==> src/rtl/glb_pkg.sv <==
// Shared types and helpers for the psum global-buffer write arbiter.
package glb_pkg;

    typedef enum logic {
        IDLE = 1'b0,
        OWN  = 1'b1
    } arb_state_t;

    localparam int unsigned STAT_W = 16;

    // Width of a beat counter that must hold 0..burst_len inclusive.
    function automatic int unsigned cnt_w(input int unsigned burst_len);
        return $clog2(burst_len + 1);
    endfunction

endpackage

==> src/rtl/glb_rr_pick.sv <==
// Combinational wrap-around first-set search over req, starting at index start.
module glb_rr_pick #(
    parameter int unsigned N     = 3,
    parameter int unsigned IDX_W = 2
) (
    input  logic [N-1:0]     req,
    input  logic [IDX_W-1:0] start,
    output logic [IDX_W-1:0] winner_c,
    output logic             found_c
);

    localparam int unsigned POS_W = IDX_W + 1;

    logic [POS_W-1:0] pos;

    always_comb begin
        winner_c = '0;
        found_c  = 1'b0;
        pos      = '0;
        for (int k = 0; k < N; k++) begin
            pos = {1'b0, start} + POS_W'(k);
            if (pos >= POS_W'(N)) begin
                pos = pos - POS_W'(N);
            end
            if (!found_c && req[pos[IDX_W-1:0]]) begin
                found_c  = 1'b1;
                winner_c = pos[IDX_W-1:0];
            end
        end
    end

endmodule

==> src/rtl/glb_psum_wr_arbiter.sv <==
// Burst-locked round-robin arbiter sharing the psum GB write port among PE columns.
// Optional per-column accepted-beat counters when GLB_ARB_STATS_EN is defined.
module glb_psum_wr_arbiter
    import glb_pkg::*;
#(
    parameter int unsigned DATA_BITWIDTH = 16,
    parameter int unsigned ADDR_BITWIDTH = 10,
    parameter int unsigned X_dim         = 3,
    parameter int unsigned BURST_LEN     = 4
) (
    input  logic                             clk,
    input  logic                             reset,
    input  logic [X_dim-1:0]                 req,
    input  logic [X_dim*ADDR_BITWIDTH-1:0]   addr_in,
    input  logic [X_dim*DATA_BITWIDTH-1:0]   data_in,
    input  logic                             stall,
    output logic [X_dim-1:0]                 grant,
    output logic                             write_en_psum,
    output logic [ADDR_BITWIDTH-1:0]         w_addr_psum,
    output logic [DATA_BITWIDTH-1:0]         w_data_psum,
    output logic                             busy
`ifdef GLB_ARB_STATS_EN
    ,
    output logic [X_dim*STAT_W-1:0]          grant_cnt
`endif
);

    localparam int unsigned IDX_W = (X_dim > 1) ? $clog2(X_dim) : 1;
    localparam int unsigned CNT_W = cnt_w(BURST_LEN);

    arb_state_t         state;
    logic [IDX_W-1:0]   owner;
    logic [IDX_W-1:0]   rr_ptr;
    logic [CNT_W-1:0]   beat_cnt;

    logic                     own_ok;
    logic [IDX_W-1:0]         owner_next;
    logic [IDX_W-1:0]         search_start;
    logic [IDX_W-1:0]         win;
    logic                     found;
    logic [IDX_W-1:0]         sel;
    logic                     xfer;
    logic [ADDR_BITWIDTH-1:0] sel_addr;
    logic [DATA_BITWIDTH-1:0] sel_data;

    // Owner keeps the port while it still requests and has burst budget left.
    always_comb begin
        own_ok       = (state == OWN) && req[owner] && (beat_cnt < CNT_W'(BURST_LEN));
        owner_next   = (owner == IDX_W'(X_dim - 1)) ? '0 : owner + IDX_W'(1);
        search_start = (state == OWN) ? owner_next : rr_ptr;
        sel          = own_ok ? owner : win;
        xfer         = (own_ok || found) && !reset && !stall;
    end

    glb_rr_pick #(
        .N     (X_dim),
        .IDX_W (IDX_W)
    ) u_pick (
        .req      (req),
        .start    (search_start),
        .winner_c (win),
        .found_c  (found)
    );

    always_comb begin
        grant = '0;
        if (xfer) begin
            grant[sel] = 1'b1;
        end
    end

    always_comb begin
        sel_addr = '0;
        sel_data = '0;
        for (int i = 0; i < X_dim; i++) begin
            if (sel == IDX_W'(i)) begin
                sel_addr = addr_in[i*ADDR_BITWIDTH +: ADDR_BITWIDTH];
                sel_data = data_in[i*DATA_BITWIDTH +: DATA_BITWIDTH];
            end
        end
    end

    // Arbitration state and registered write port; stall freezes everything but write_en.
    always_ff @(posedge clk) begin
        if (reset) begin
            state         <= IDLE;
            owner         <= '0;
            rr_ptr        <= '0;
            beat_cnt      <= '0;
            write_en_psum <= 1'b0;
            w_addr_psum   <= '0;
            w_data_psum   <= '0;
            busy          <= 1'b0;
        end else begin
            write_en_psum <= xfer;
            if (xfer) begin
                w_addr_psum <= sel_addr;
                w_data_psum <= sel_data;
            end
            if (!stall) begin
                if (own_ok) begin
                    beat_cnt <= beat_cnt + CNT_W'(1);
                    busy     <= 1'b1;
                end else if (found) begin
                    state    <= OWN;
                    owner    <= win;
                    beat_cnt <= CNT_W'(1);
                    busy     <= 1'b1;
                end else begin
                    state  <= IDLE;
                    rr_ptr <= search_start;
                    busy   <= 1'b0;
                end
            end
        end
    end

`ifdef GLB_ARB_STATS_EN
    // Saturating per-column accepted-beat counters.
    always_ff @(posedge clk) begin
        for (int i = 0; i < X_dim; i++) begin
            if (reset) begin
                grant_cnt[i*STAT_W +: STAT_W] <= '0;
            end else if (grant[i] && (grant_cnt[i*STAT_W +: STAT_W] != {STAT_W{1'b1}})) begin
                grant_cnt[i*STAT_W +: STAT_W] <= grant_cnt[i*STAT_W +: STAT_W] + STAT_W'(1);
            end
        end
    end
`endif

endmodule

==> config.mk <==
export PLATFORM = sky130hd
export DESIGN_NAME = glb_psum_wr_arbiter
export DESIGN_NICKNAME = d
export VERILOG_FILES = /design/src/rtl/glb_pkg.sv /design/src/rtl/glb_rr_pick.sv /design/src/rtl/glb_psum_wr_arbiter.sv
export SDC_FILE = /design/constraint.sdc
export NUM_CORES = 1
export LEC_CHECK = 0
export ABC_AREA = 1
export BUFFER_PORTS_ARGS = -buffer_cell sky130_fd_sc_hd__clkbuf_2
export CAP_MARGIN = 20
export CORE_UTILIZATION = 49
export DETAILED_ROUTE_END_ITERATION = 7
export HOLD_SLACK_MARGIN = 0.12
export PLACE_DENSITY = 0.93
export SYNTH_ARGS = -nofsm -noshare
export SYNTH_HDL_FRONTEND = slang
export SYNTH_SLANG_ARGS = --single-unit
==> constraint.sdc <==
create_clock -name clk -period 5.4 [get_ports clk]
set_input_delay 1.08 -clock clk [delete_from_list [all_inputs] [get_ports clk]]
set_output_delay 1.08 -clock clk [all_outputs]
set_load 0.005 [all_outputs]
# Yosys cells after proc, flatten, opt, wreduce, memory -nomap -nowiden
# Index checks and enable logic that the tools add are counted.
[totals]
out_inout_bits = 31
register_bits = 36
wordCells = 82
[op_classes]
magnitude_cmp = 10
bitwise_logic = 3
n_addsub = 7
n_mux = 33
n_eq_ne = 3
reduce_logical = 18
[ops]
columns = ["operator", "n"]
rows = [
  ["16-bit 2-to-1 mux", 3],
  ["10-bit 2-to-1 mux", 3],
  ["2-bit 2-to-1 mux", 9],
  ["2-bit by 3-bit < comparator with 1-bit output (second input constant)", 5],
  ["1-bit 2-to-1 mux", 10],
  ["3-bit 2-to-1 mux", 3],
  ["1-bit binary-select mux with 2-bit select", 4],
  ["1-bit logical AND", 7],
  ["3-bit by 2-bit >= comparator with 1-bit output (second input constant)", 2],
  ["3-bit AND reduction", 2],
  ["2-bit subtractor (second input constant)", 3],
  ["2-bit == test (second input constant)", 2],
  ["1-bit zero test", 4],
  ["2-bit AND reduction", 2],
  ["2-bit by 1-bit adder with 3-bit output (second input constant)", 1],
  ["2-bit by 2-bit adder with 3-bit output (second input constant)", 1],
  ["3-bit by 1-bit adder with 3-bit output (second input constant)", 1],
  ["3-bit < comparator (second input constant)", 1],
  ["1-bit NOT", 3],
  ["2-bit by 1-bit adder with 2-bit output (second input constant)", 1],
  ["1-bit demux with 2-bit select", 1],
  ["2-bit by 1-bit == test with 1-bit output (second input constant)", 1],
  ["2-bit by 1-bit >= comparator with 1-bit output (second input constant)", 1],
  ["2-bit >= comparator (second input constant)", 1],
  ["3 further kinds", 3],
]

# Logic depth before layout (Yosys ltp)
# Gate-level depths: netlist (run 1).
[logic_depth]
ltp_word = 20
mapped_depth = 21

# Cells and area by module
# Synthesis (run 1) repeated with hierarchy kept, for this count alone.
[unflattened]
hier_cells = 420
area_unflattened_um2 = 2532.4
[by_module_without_submodules]
columns = ["mod", "cells_each", "area_each_um2", "n_inst"]
rows = [
  ["glb_psum_wr_arbiter", 369, 2292.2, 1],
  ["glb_rr_pick", 51, 240.2, 1],
]

# Least setup slack after synthesis (run 1)
# No wires, ideal clock.
[synth_path]
path_kind = "input to output"
from = "input port req[0]"
to = "output port grant[0]"
arrival_ps = 2337
required_ps = 4320
path_slack_ps = 1983
cell_stages = 11
n_path_buf = 1
cell_sequence = "inv_1 a21oi_1 o21ai_1 o21ai_0 nand3_1 inv_1 nand2_1 nand2_4 inv_4 buf_6 nor3_4"
[synth_between]
elab_chain_cells = 15
[synth_rtl]
columns = ["item", "line_no", "source"]
rows = [
  ["from (decl)", "glb_psum_wr_arbiter.sv:13", "input logic [X_dim-1:0] req,"],
  ["1-bit binary-select mux with 2-bit select", "glb_rr_pick.sv:25", "if (!found_c && req[pos[IDX_W-1:0]]) begin"],
  ["1-bit 2-to-1 mux (implied by the code)", "glb_rr_pick.sv:25", ""],
  ["1-bit 2-to-1 mux", "glb_rr_pick.sv:25", ""],
  ["1-bit zero test", "glb_rr_pick.sv:25", ""],
  ["1-bit logical AND", "glb_rr_pick.sv:25", ""],
  ["1-bit 2-to-1 mux", "glb_rr_pick.sv:25", ""],
  ["1-bit zero test", "glb_rr_pick.sv:25", ""],
  ["1-bit logical AND", "glb_rr_pick.sv:25", ""],
  ["2-bit 2-to-1 mux", "glb_rr_pick.sv:25", ""],
  ["2-bit 2-to-1 mux", "glb_psum_wr_arbiter.sv:51", "sel = own_ok ? owner : win;"],
  ["2-bit by 3-bit < comparator with 1-bit output (implied by the code) or 2-bit by 1-bit >= comparator with 1-bit output (tied branches)", "glb_psum_wr_arbiter.sv:68", "grant[sel] = 1'b1;"],
  ["1-bit logical AND (implied by the code)", "glb_psum_wr_arbiter.sv:68", ""],
  ["1-bit 2-to-1 mux (implied by the code)", "glb_psum_wr_arbiter.sv:68", ""],
  ["1-bit demux with 2-bit select", "glb_psum_wr_arbiter.sv:68", ""],
  ["3-bit 2-to-1 mux (*)", "glb_psum_wr_arbiter.sv:67", "if (xfer) begin"],
  ["to (decl)", "glb_psum_wr_arbiter.sv:17", "output logic [X_dim-1:0] grant,"],
]
# Every way passes the cells marked *; elsewhere a longest branch is shown, timed or not. The select of a mux whose other input is x is not followed.

# Final worst setup path (run 1)
[layout_path]
from = "register owner[0]"
to = "output port grant[1]"
[layout_between]
elab_chain_cells = 20
[layout_rtl]
columns = ["item", "line_no", "source"]
rows = [
  ["from (decl)", "glb_psum_wr_arbiter.sv:32", "logic [IDX_W-1:0] owner;"],
  ["from (signal assigned)", "glb_psum_wr_arbiter.sv:106", "owner <= win;"],
  ["branches (longest 19 deep; another with 2-bit by 1-bit adder with 3-bit output)", "--", ""],
  ["3-bit 2-to-1 mux (*)", "glb_psum_wr_arbiter.sv:67", ""],
]
# Every way passes the cells marked *. The select of a mux whose other input is x is not followed.

==> impl_metrics.py, run 1 <==
metrics = {
    "sta": {
        "rsz0062_at_grt": "no",
        "slew_headroom_pct": 61.30,
        "fin_crit_sh_pct": 80.43,
        "hold_viol": 0,
        "fin_ws_ns": 1.057,
        "worst_pin_slew_ns": 0.5798,
        "fin_setup_tns_ns": 0,
        "setup_violations": 0,
        "max_freq_mhz": 230.2,
        "layout_min_cycle_time_ns": 4.343,
        "hold_ws_ns": 0.4745,
        "fin_skew_ns": 0.003375,
        "slew_violations": 0,
    },
    "synthesis": {
        "yosysTopAreaCell": "dfxtp_1",
        "synth_cell_types": 33,
        "synth_edf_count": 0,
        "seq_area_frac_synth_pct": 31.82,
        "avgSynthCellArea_um2": 6.326,
        "synth_cells": 358,
        "syn-cell-area_um2": 2265,
        "synth_top_area_share_pct": 31.82,
        "async_flop_share_pct": 0,
        "yosys_register_bits": 36,
        "synthTopCellsByArea": "dfxtp_1, nand2_1, nand3_1",
        "ys.flop_type": "dfxtp_1",
        "syn_nets": 444,
        "ys.warnings.count": 0,
    },
    "placed_design": {
        "io_buffers": 114,
        "pre_cts_slack_ns": 1.146,
        "dpl.cell_count": 512,
        "place_congestion": 0.8639,
        "hpwlAfterDp_um": 4848,
    },
    "detailed_routing": {
        "wl_per_cell_um": 11.72,
        "final_antenna_net_count": 0,
        "vias_per_cell": 5.125,
        "drt-total-wl_um": 6092,
        "remaining_drc_errors": 0,
        "drt_pass1_iterations": 4,
        "dr_total_vias": 2665,
        "drt_iter0_markers": 192,
    },
    "floorplanning": {
        "die_h_um": 69.99,
        "rows": 24,
        "die_area_um2": 4898,
        "initial_core_util_pct": 51.66,
        "dieWidth_um": 69.99,
        "io_pins": 115,
        "core_area_um2": 4384,
    },
    "setup_path": {
        "cp.arrival_ns": 3.26,
        "worstPathCellList": "nor2_1 > o21ai_2 > ha_1 > inv_1 > nand2_1 > nand3_1 > nand2_1 > nand3_2 > nor2_2 > nand2_4 > nand2_4 > nor2_8 > inv_4 > nor2_2 > clkbuf_2",
        "slowest_stage": "dfxtp_1",
        "cp.depth": 15,
        "crit_type": "flop to primary output",
        "path_buf_inv": 3,
        "setup.worst_path.start_class": "flop",
        "path_max_fanout": 26,
        "end_kind": "primary output",
        "reg2reg_setup_slack_ns": 2.22,
        "reg2reg_depth": 18,
        "max_stage_delay_ns": 0.44,
        "cp_top_family": "simple AND/OR/NAND/NOR gates",
        "cp.required_ns": 4.32,
    },
    "finish": {
        "nNetsFinal": 553,
        "layout_commonest_cell": "nand2_1",
        "layoutNonFillerInstCount": 520,
        "finalCoreUtilization_pct": 66.75,
        "area_delta_synth_final_pct": 29.23,
        "drive_above_1_share_pct": 30.98,
        "final_cell_mix": "nand2_1, clkbuf_2, nand3_1",
        "antennaDiodeCount": 0,
    },
    "clock_network": {
        "cts_setup_buffers": 0,
        "cts_resized": 0,
        "cts_tree": "built",
        "htreeDepth": 2,
        "cts_hold_buf": 0,
        "cts.sinks": 36,
        "clock-root-buffer": "clkbuf_8",
        "clk_pin_slew_ns": 0.07,
        "numCtsBuffers": 5,
        "cts_buffer_depth": 2,
        "insertion_delay_ns": 0.28,
    },
    "flow_run": {
        "drv_cap": 0,
    },
    "global_routing": {
        "grt_max_degree": 27,
        "grt_pass1_vias": 2395,
        "antenna_found_initial": 0,
        "grt_pass1_wl_um": 10280,
        "grt-ovfl-total": 0,
        "grt_usage_pct": 25.72,
    },
    "worst_hold_path": {
        "hold_path_class": "flop to flop",
        "whs_path_depth": 2,
    },
    "power_and_ir_drop": {
        "peakVddDrop_mv": 0.2837,
        "p_leak_nw": 1.643,
        "p_per_area_nw_per_um2": 421.8,
    },
    "outcome": {
        "status": "finished clean",
    },
}
## sequential cells by signal, indices dropped and copies added, names as in the netlist
signal	count
state	1
w_data_psum	16
write_en_psum	1
owner	2
busy	1
w_addr_psum	10
rr_ptr	2
beat_cnt	3
## per-layer routing
layer  GRT usage [%]  share of wire (%)  up-vias  routed length, um
met2           44.44                 50      116               3060
li1                -                  -     1362                  -
met4           8.889                2.2        0                136
met3           5.051                6.6       12                404
met1           31.72                 41     1175               2491
met5               0                  0        -                  0
## cells by family (layout without fill, tap and decap cells)
logic type	count (synthesis)	count (layout)	share of synthesized area (%)
flops	36	36	31.82
simple gates	246	246	49.34
compound gates	35	35	9.282
buf+inv	39	149	8.452
fa+ha+maj	2	2	1.105
## worst min-delay path, stage by stage, from the launching register on
cell and delay [ns]:
dfxtp_1 0.31, nand2_1 0.06, a21oi_1 0.05
## area by class of cell
class | count | area, um^2
Tap cell | 52 | 65.06
Sequential cell | 36 | 720.7
Fill cell | 380 | 1458
Multi-Input combinational cell | 283 | 1353
Timing Repair Buffer | 114 | 570.5
Clock inverter | 3 | 42.54
Inverter | 27 | 106.4
Clock buffer | 5 | 68.82
## per-stage QoR
stage | cell area, um^2 | power (mW)
after floorplan | 2265 | 0.8423
after global placement | 2815 | 0.9911
after detailed placement | 2815 | 1.008
after CTS | 2927 | 1.243
after global routing | 2927 | 1.347
final | 2927 | 1.234
## power by group
group          internal (mW)  switching (mW)
registers              0.337          0.0430
logic                  0.225           0.394
clock network          0.137          0.0986
total                  0.699           0.536
## synthesized netlist by cell type, types with 2 or more instances
master,instances
inv_1,23
nor3b_1,2
buf_6,4
inv_4,2
o21ai_0,7
ha_1,2
clkbuf_1,4
nand2_1,155
nor2_1,23
nor2_2,3
or2_1,2
a21oi_1,6
inv_2,2
nand2_2,5
a21boi_1,6
nand3_2,2
buf_4,2
o21a_1,4
nand2_4,3
nand4_1,3
a31oi_1,3
nor2_8,2
o21ai_1,7
nand3b_1,4
nand3_1,38
buf_2,2
dfxtp_1,36
## worst paths after layout
kind | startpoint | endpoint
hold / removal | beat_cnt[2]$_SDFFE_PP0P_ | beat_cnt[2]$_SDFFE_PP0P_
setup reg to reg | owner[0]$_SDFFE_PP0P_ | w_addr_psum[7]$_SDFFE_PP0P_
setup / recovery | owner[0]$_SDFFE_PP0P_ | grant[1]
hold reg to reg | beat_cnt[2]$_SDFFE_PP0P_ | beat_cnt[2]$_SDFFE_PP0P_
Note: power is estimated with default switching activity, not from simulation.
==> run 2: changes to the inputs <==
--- a/config.mk
+++ b/config.mk
@@ -8,10 +8,10 @@
 export ABC_AREA = 1
 export BUFFER_PORTS_ARGS = -buffer_cell sky130_fd_sc_hd__clkbuf_2
 export CAP_MARGIN = 20
-export CORE_UTILIZATION = 49
+export CORE_UTILIZATION = 46
 export DETAILED_ROUTE_END_ITERATION = 7
 export HOLD_SLACK_MARGIN = 0.12
-export PLACE_DENSITY = 0.93
+export PLACE_DENSITY = 0.89
 export SYNTH_ARGS = -nofsm -noshare
 export SYNTH_HDL_FRONTEND = slang
 export SYNTH_SLANG_ARGS = --single-unit
==> constraint.sdc (replaced) <==
create_clock -name clk -period 4.6 [get_ports clk]
set_input_delay 0.92 -clock clk [delete_from_list [all_inputs] [get_ports clk]]
set_output_delay 0.92 -clock clk [all_outputs]
set_load 0.005 [all_outputs]
==> impl_metrics.py, run 2 (same netlist as run 1, synthesis figures left out) <==
metrics = {
    "setup_path": {
        "worstPathCellList": "inv_2 > o21ai_2 > ha_1 > inv_1 > nand2_1 > nand3_1 > nand2_1 > nand3_2 > nor2_2 > nand2_4 > nand2_4 > nor2_8 > inv_4 > nor2_2 > clkbuf_2",
        "slowest_stage": "dfxtp_1",
        "end_kind": "primary output",
        "reg2reg_depth": 18,
        "timing.rr.end": "w_addr_psum[7]$_SDFFE_PP0P_",
        "crit_path_start": "state$_SDFFE_PP0P_",
        "cp.arrival_ns": 3.25,
        "cp_top_family": "simple AND/OR/NAND/NOR gates",
        "r2r_start": "state$_SDFFE_PP0P_",
        "path_max_fanout": 26,
        "path_buf_inv": 4,
        "cp.required_ns": 3.68,
        "max_stage_delay_ns": 0.45,
        "reg2reg_setup_slack_ns": 1.45,
        "crit_type": "flop to primary output",
        "setup.worst_path.start_class": "flop",
        "crit_path_end": "grant[1]",
        "cp.depth": 15,
    },
    "detailed_routing": {
        "drt_iter0_markers": 248,
        "dr_total_vias": 2658,
        "remaining_drc_errors": 0,
        "final_antenna_net_count": 0,
        "drt-total-wl_um": 6177,
        "drt_pass1_iterations": 4,
        "vias_per_cell": 4.968,
        "wl_per_cell_um": 11.55,
    },
    "clock_network": {
        "cts_resized": 0,
        "cts.sinks": 36,
        "cts_setup_buffers": 0,
        "clk_pin_slew_ns": 0.07,
        "numCtsBuffers": 5,
        "htreeDepth": 2,
        "cts_buffer_depth": 2,
        "insertion_delay_ns": 0.29,
        "cts_tree": "built",
        "cts_hold_buf": 0,
        "clock-root-buffer": "clkbuf_8",
    },
    "finish": {
        "regMostFlops": "w_data_psum",
        "nNetsFinal": 553,
        "final_cell_mix": "nand2_1, clkbuf_2, nand3_1",
        "antennaDiodeCount": 0,
        "area_delta_synth_final_pct": 29.12,
        "multi_input_area_um2": 1353,
        "top_regs": "w_data_psum (16), w_addr_psum (10), beat_cnt (3)",
        "largest_reg_flops": 16,
        "drive_above_1_share_pct": 30.56,
        "layout_commonest_cell": "nand2_1",
        "fillers": 427,
        "regArea_um2": 720.7,
    },
    "floorplanning": {
        "initial_core_util_pct": 47.95,
        "core_area_um2": 4723,
        "die_h_um": 72.17,
        "dieWidth_um": 72.17,
        "rows": 25,
        "die_area_um2": 5208,
        "io_pins": 115,
    },
    "sta": {
        "layout_min_cycle_time_ns": 4.171,
        "slew_violations": 0,
        "rsz0062_at_grt": "no",
        "slew_headroom_pct": 60.12,
        "worst_pin_slew_ns": 0.5975,
        "fin_crit_sh_pct": 90.68,
        "fin_ws_ns": 0.4286,
        "setup_violations": 0,
        "fin_setup_tns_ns": 0,
        "fin_skew_ns": 0.005529,
        "max_freq_mhz": 239.7,
        "hold_ws_ns": 0.4649,
        "hold_viol": 0,
    },
    "placed_design": {
        "hpwlAfterDp_um": 4781,
        "pre_cts_slack_ns": 0.6595,
        "place_congestion": 0.9911,
        "io_buffers": 114,
    },
    "power_and_ir_drop": {
        "p_leak_nw": 1.635,
        "peakVddDrop_mv": 0.2439,
        "p_per_area_nw_per_um2": 481.9,
    },
    "global_routing": {
        "grt_usage_pct": 23.97,
        "grt_pass1_wl_um": 9936,
        "grt-ovfl-total": 0,
        "antenna_found_initial": 0,
        "grt_max_degree": 27,
        "grt_pass1_vias": 2279,
    },
    "outcome": {
        "status": "finished clean",
    },
    "flow_run": {
        "drv_cap": 0,
    },
    "worst_hold_path": {
        "hold_path_class": "flop to flop",
    },
}
## run 2: cell count changes in the layout (fill, tap and decap cells not counted), sizes merged
cell / previous run / this run
bufinv: 1 / 0
clkinvlp: 1 / 0
clkbuf: 119 / 122
clkinv: 1 / 0
## run 2: power by group
group	internal [mW]	switching, mW	leakage (nW)	total (mW)
combinational	0.264	0.464	1.29	0.728
clock	0.122	0.110	0.0455	0.232
sequential	0.396	0.0532	0.297	0.449
## run 2: per-stage QoR
step / cell area, um^2 / power (mW) / cells / util (%)
after global routing: 2924 / 1.531 / 535 / 61.91
after CTS: 2924 / 1.413 / 535 / 61.91
final: 2924 / 1.409 / 535 / 61.91
after floorplan: 2265 / 0.9888 / 358 / -
after global placement: 2834 / 1.164 / 527 / 60.00
after detailed placement: 2834 / 1.182 / 527 / 60.00
## run 2: worst reg2reg max path: cells and delay by family, from the launching register on
family / cells / cell delay [ns]
simple gates: 13 / 1.70
flops: 1 / 0.45
compound gates: 1 / 0.23
buf+inv: 3 / 0.39
fa+ha+maj: 1 / 0.33
## run 2: layout make-up
cell class,instances,share of cell area (%)
Multi-Input combinational cell,283,46.26
Sequential cell,36,24.65
Timing Repair Buffer,114,19.51
Inverter,27,3.637
Clock buffer,8,3.081
Tap cell,67,2.867
## run 2: layer usage
| layer | wire length, um | share of wire [%] | global-route usage [%] | up-vias |
|---|---|---|---|---|
| met4 | 122 | 2.0 | 10.02 | 0 |
| met2 | 3041 | 49 | 40.19 | 100 |
| li1 | - | - | - | 1357 |
| met1 | 2681 | 43 | 30.54 | 1187 |
| met5 | 0 | 0 | 0 | - |
| met3 | 332 | 5.4 | 3.889 | 14 |
## run 2: worst min-delay path by stage
stage	start	end	slack (ns)	depth (start not counted)
finish	beat_cnt[2]$_SDFFE_PP0P_	beat_cnt[2]$_SDFFE_PP0P_	0.46	2
global route	beat_cnt[1]$_SDFFE_PP0P_	beat_cnt[1]$_SDFFE_PP0P_	0.50	2
CTS	beat_cnt[2]$_SDFFE_PP0P_	beat_cnt[2]$_SDFFE_PP0P_	0.47	2
detailed placement	beat_cnt[2]$_SDFFE_PP0P_	beat_cnt[2]$_SDFFE_PP0P_	0.46	2
global placement	beat_cnt[2]$_SDFFE_PP0P_	beat_cnt[2]$_SDFFE_PP0P_	0.45	2
floorplan	beat_cnt[2]$_SDFFE_PP0P_	beat_cnt[2]$_SDFFE_PP0P_	0.44	2
==> run 3: changes to the inputs <==
--- a/config.mk
+++ b/config.mk
@@ -5,13 +5,12 @@
 export SDC_FILE = /design/constraint.sdc
 export NUM_CORES = 1
 export LEC_CHECK = 0
-export ABC_AREA = 1
 export BUFFER_PORTS_ARGS = -buffer_cell sky130_fd_sc_hd__clkbuf_2
 export CAP_MARGIN = 20
 export CORE_UTILIZATION = 46
 export DETAILED_ROUTE_END_ITERATION = 7
 export HOLD_SLACK_MARGIN = 0.12
-export PLACE_DENSITY = 0.89
+export PLACE_DENSITY = 0.88
 export SYNTH_ARGS = -nofsm -noshare
 export SYNTH_HDL_FRONTEND = slang
 export SYNTH_SLANG_ARGS = --single-unit
==> impl_metrics.py, run 3 <==
metrics = {
    "floorplanning": {
        "die_h_um": 73.32,
        "io_pins": 115,
        "core_area_um2": 4817,
        "initial_core_util_pct": 48.57,
        "die_area_um2": 5376,
        "dieWidth_um": 73.32,
        "rows": 25,
    },
    "synthesis": {
        "yosys_register_bits": 36,
        "avgSynthCellArea_um2": 9.749,
        "synth_edf_count": 0,
        "ys.flop_type": "dfxtp_1",
        "synth_top_area_share_pct": 30.80,
        "synth_cell_types": 49,
        "synthTopCellsByArea": "dfxtp_1, a221oi_2, a211oi_2",
        "synth_xor_xnor_area_share_pct": 0,
        "yosys-mux-area-fraction_pct": 3.102,
        "yosys.area_share.simple_pct": 20.27,
        "synth_cells": 240,
        "async_flop_share_pct": 0,
        "ys.warnings.count": 0,
        "yosys.area_share.adder_pct": 1.070,
        "synth_top_family_by_area": "compound AO/OA/AOI/OAI gates",
        "synth_compound_area_share_pct": 36.84,
        "ys_top_cells_by_count": "dfxtp_1, nor2_1, nand3_1, a211oi_2, a221oi_2",
        "yosysTopAreaCell": "dfxtp_1",
        "syn-cell-area_um2": 2340,
        "seq_area_frac_synth_pct": 30.80,
        "syn_nets": 326,
    },
    "worst_hold_path": {
        "whs_path_depth": 1,
        "holdCritStartpoint": "beat_cnt[0]$_SDFFE_PP0P_",
        "hold_path_class": "flop to flop",
        "min_to": "beat_cnt[0]$_SDFFE_PP0P_",
    },
    "setup_path": {
        "r2r_start": "owner[1]$_SDFFE_PP0P_",
        "end_kind": "primary output",
        "timing.rr.end": "w_addr_psum[8]$_SDFFE_PP0P_",
        "crit_type": "flop to primary output",
        "setup.worst_path.start_class": "flop",
        "reg2reg_depth": 10,
        "cp.arrival_ns": 3.27,
        "path_max_fanout": 8,
        "reg2reg_setup_slack_ns": 1.30,
        "cp.required_ns": 3.68,
    },
    "finish": {
        "antennaDiodeCount": 0,
        "nNetsFinal": 429,
        "area_delta_synth_final_pct": 27.38,
        "largest_reg_flops": 16,
        "layout_commonest_cell": "clkbuf_2",
        "finalCoreUtilization_pct": 61.87,
        "final_cell_mix": "clkbuf_2, nor2_1, dfxtp_1",
        "regMostFlops": "w_data_psum",
        "postLayoutCellArea_um2": 2980,
        "top_regs": "w_data_psum (16), w_addr_psum (10), beat_cnt (3)",
        "drive_above_1_share_pct": 50.87,
    },
    "clock_network": {
        "numCtsBuffers": 5,
        "cts.sinks": 36,
        "cts_hold_buf": 0,
        "insertion_delay_ns": 0.29,
        "cts_setup_buffers": 0,
        "cts_resized": 0,
        "cts_tree": "built",
        "clock-root-buffer": "clkbuf_8",
        "clk_pin_slew_ns": 0.07,
        "htreeDepth": 2,
        "cts_buffer_depth": 2,
    },
    "sta": {
        "fin_skew_ns": 0.002685,
        "slew_headroom_pct": 32.44,
        "worst_pin_slew_ns": 1.013,
        "hold_viol": 0,
        "hold_ws_ns": 0.4765,
        "slew_violations": 0,
        "fin_setup_tns_ns": 0,
        "max_freq_mhz": 238.8,
        "rsz0062_at_grt": "no",
        "setup_violations": 0,
        "layout_min_cycle_time_ns": 4.188,
        "fin_crit_sh_pct": 91.04,
        "fin_ws_ns": 0.4123,
    },
    "global_routing": {
        "grt_usage_pct": 24.20,
        "grt_max_degree": 38,
        "grt_pass1_vias": 2145,
        "grt_pass1_wl_um": 9777,
        "grt-ovfl-total": 0,
        "antenna_found_initial": 0,
    },
    "placed_design": {
        "place_congestion": 0.9277,
        "hpwlAfterDp_um": 4911,
        "post_dp_cell_area_um2": 2854,
        "io_buffers": 114,
        "pre_cts_slack_ns": 0.7655,
    },
    "detailed_routing": {
        "final_antenna_net_count": 0,
        "drt-total-wl_um": 6542,
        "dr_total_vias": 2397,
        "vias_per_cell": 5.832,
        "drt_iter0_markers": 107,
        "drt_pass1_iterations": 4,
        "wl_per_cell_um": 15.92,
        "remaining_drc_errors": 0,
    },
    "flow_run": {
        "drv_cap": 0,
    },
    "outcome": {
        "status": "finished clean",
    },
    "power_and_ir_drop": {
        "peakVddDrop_mv": 0.1529,
        "p_leak_nw": 1.397,
        "p_per_area_nw_per_um2": 349.6,
    },
}
## run 3: cell types whose count changed after synthesis, moves of 11 or more
cell / change
nand3_1: -11
a221oi_2: +18
inv_1: -17
nor2_1: +13
nand2_1: -148
a211oi_2: +18
## run 3: worst max path at each step
stage | from | to | slack [ns] | cells past startpoint
final | owner[1]$_SDFFE_PP0P_ | grant[0] | 0.41 | 10
after global routing | owner[1]$_SDFFE_PP0P_ | grant[0] | 0.30 | 10
after CTS | owner[1]$_SDFFE_PP0P_ | grant[0] | 0.44 | 10
after detailed placement | owner[1]$_SDFFE_PP0P_ | grant[0] | 0.77 | 10
after global placement | owner[1]$_SDFFE_PP0P_ | grant[0] | 0.93 | 10
after floorplan | owner[1]$_SDFFE_PP0P_ | grant[0] | 1.01 | 12
## run 3: cell type report
class	count	area [um^2]
inverter	6	22.52
tap	67	83.83
clock inverter	1	30.03
clock buffer	7	96.34
sequential	36	720.7
timing repair buffer	117	593.1
fill	441	1837
multi-input combinational	177	1434
## run 3: metrics by stage
stage | total power [mW] | instances
2_1_floorplan | 0.6428 | 240
5_1_grt | 1.098 | 411
4_1_cts | 1.048 | 411
3_5_place_dp | 0.7431 | 403
3_3_place_gp | 0.7288 | 403
6_report | 1.042 | 411
## run 3: cell families (layout without fill, tap and decap cells)
logic type	count (synthesis)	after routing
AO/OA/AOI/OAI	79	79
adder cells (fa/ha/maj)	2	2
buffers and inverters	27	131
flip-flops	36	36
multiplexers	6	6
AND/OR/NAND/NOR	90	90
## run 3: metal layers
metal  share of wire, %  up-vias  GRT usage (%)
met1                 39     1120          27.78
met2                 51      119          41.67
met4                2.6        0          10.90
li1                   -     1135              -
met5                  0        -              0
met3                7.0       23          6.996
## run 3: critical path: stages (launching register included)
cell      delay, ns
dfxtp_1        0.48
and3b_1        0.27
a21o_1         0.18
ha_1           0.42
inv_1          0.13
o41ai_2        0.31
o21ai_0        0.17
or3_1          0.39
and3_1         0.28
and3_1         0.23
clkbuf_2       0.11
## run 3: report_power, final
| group | internal, mW | switching (mW) | leakage (nW) |
|---|---|---|---|
| clock | 0.191 | 0.114 | 0.0645 |
| combinational | 0.154 | 0.210 | 1.03 |
| sequential | 0.350 | 0.0231 | 0.298 |
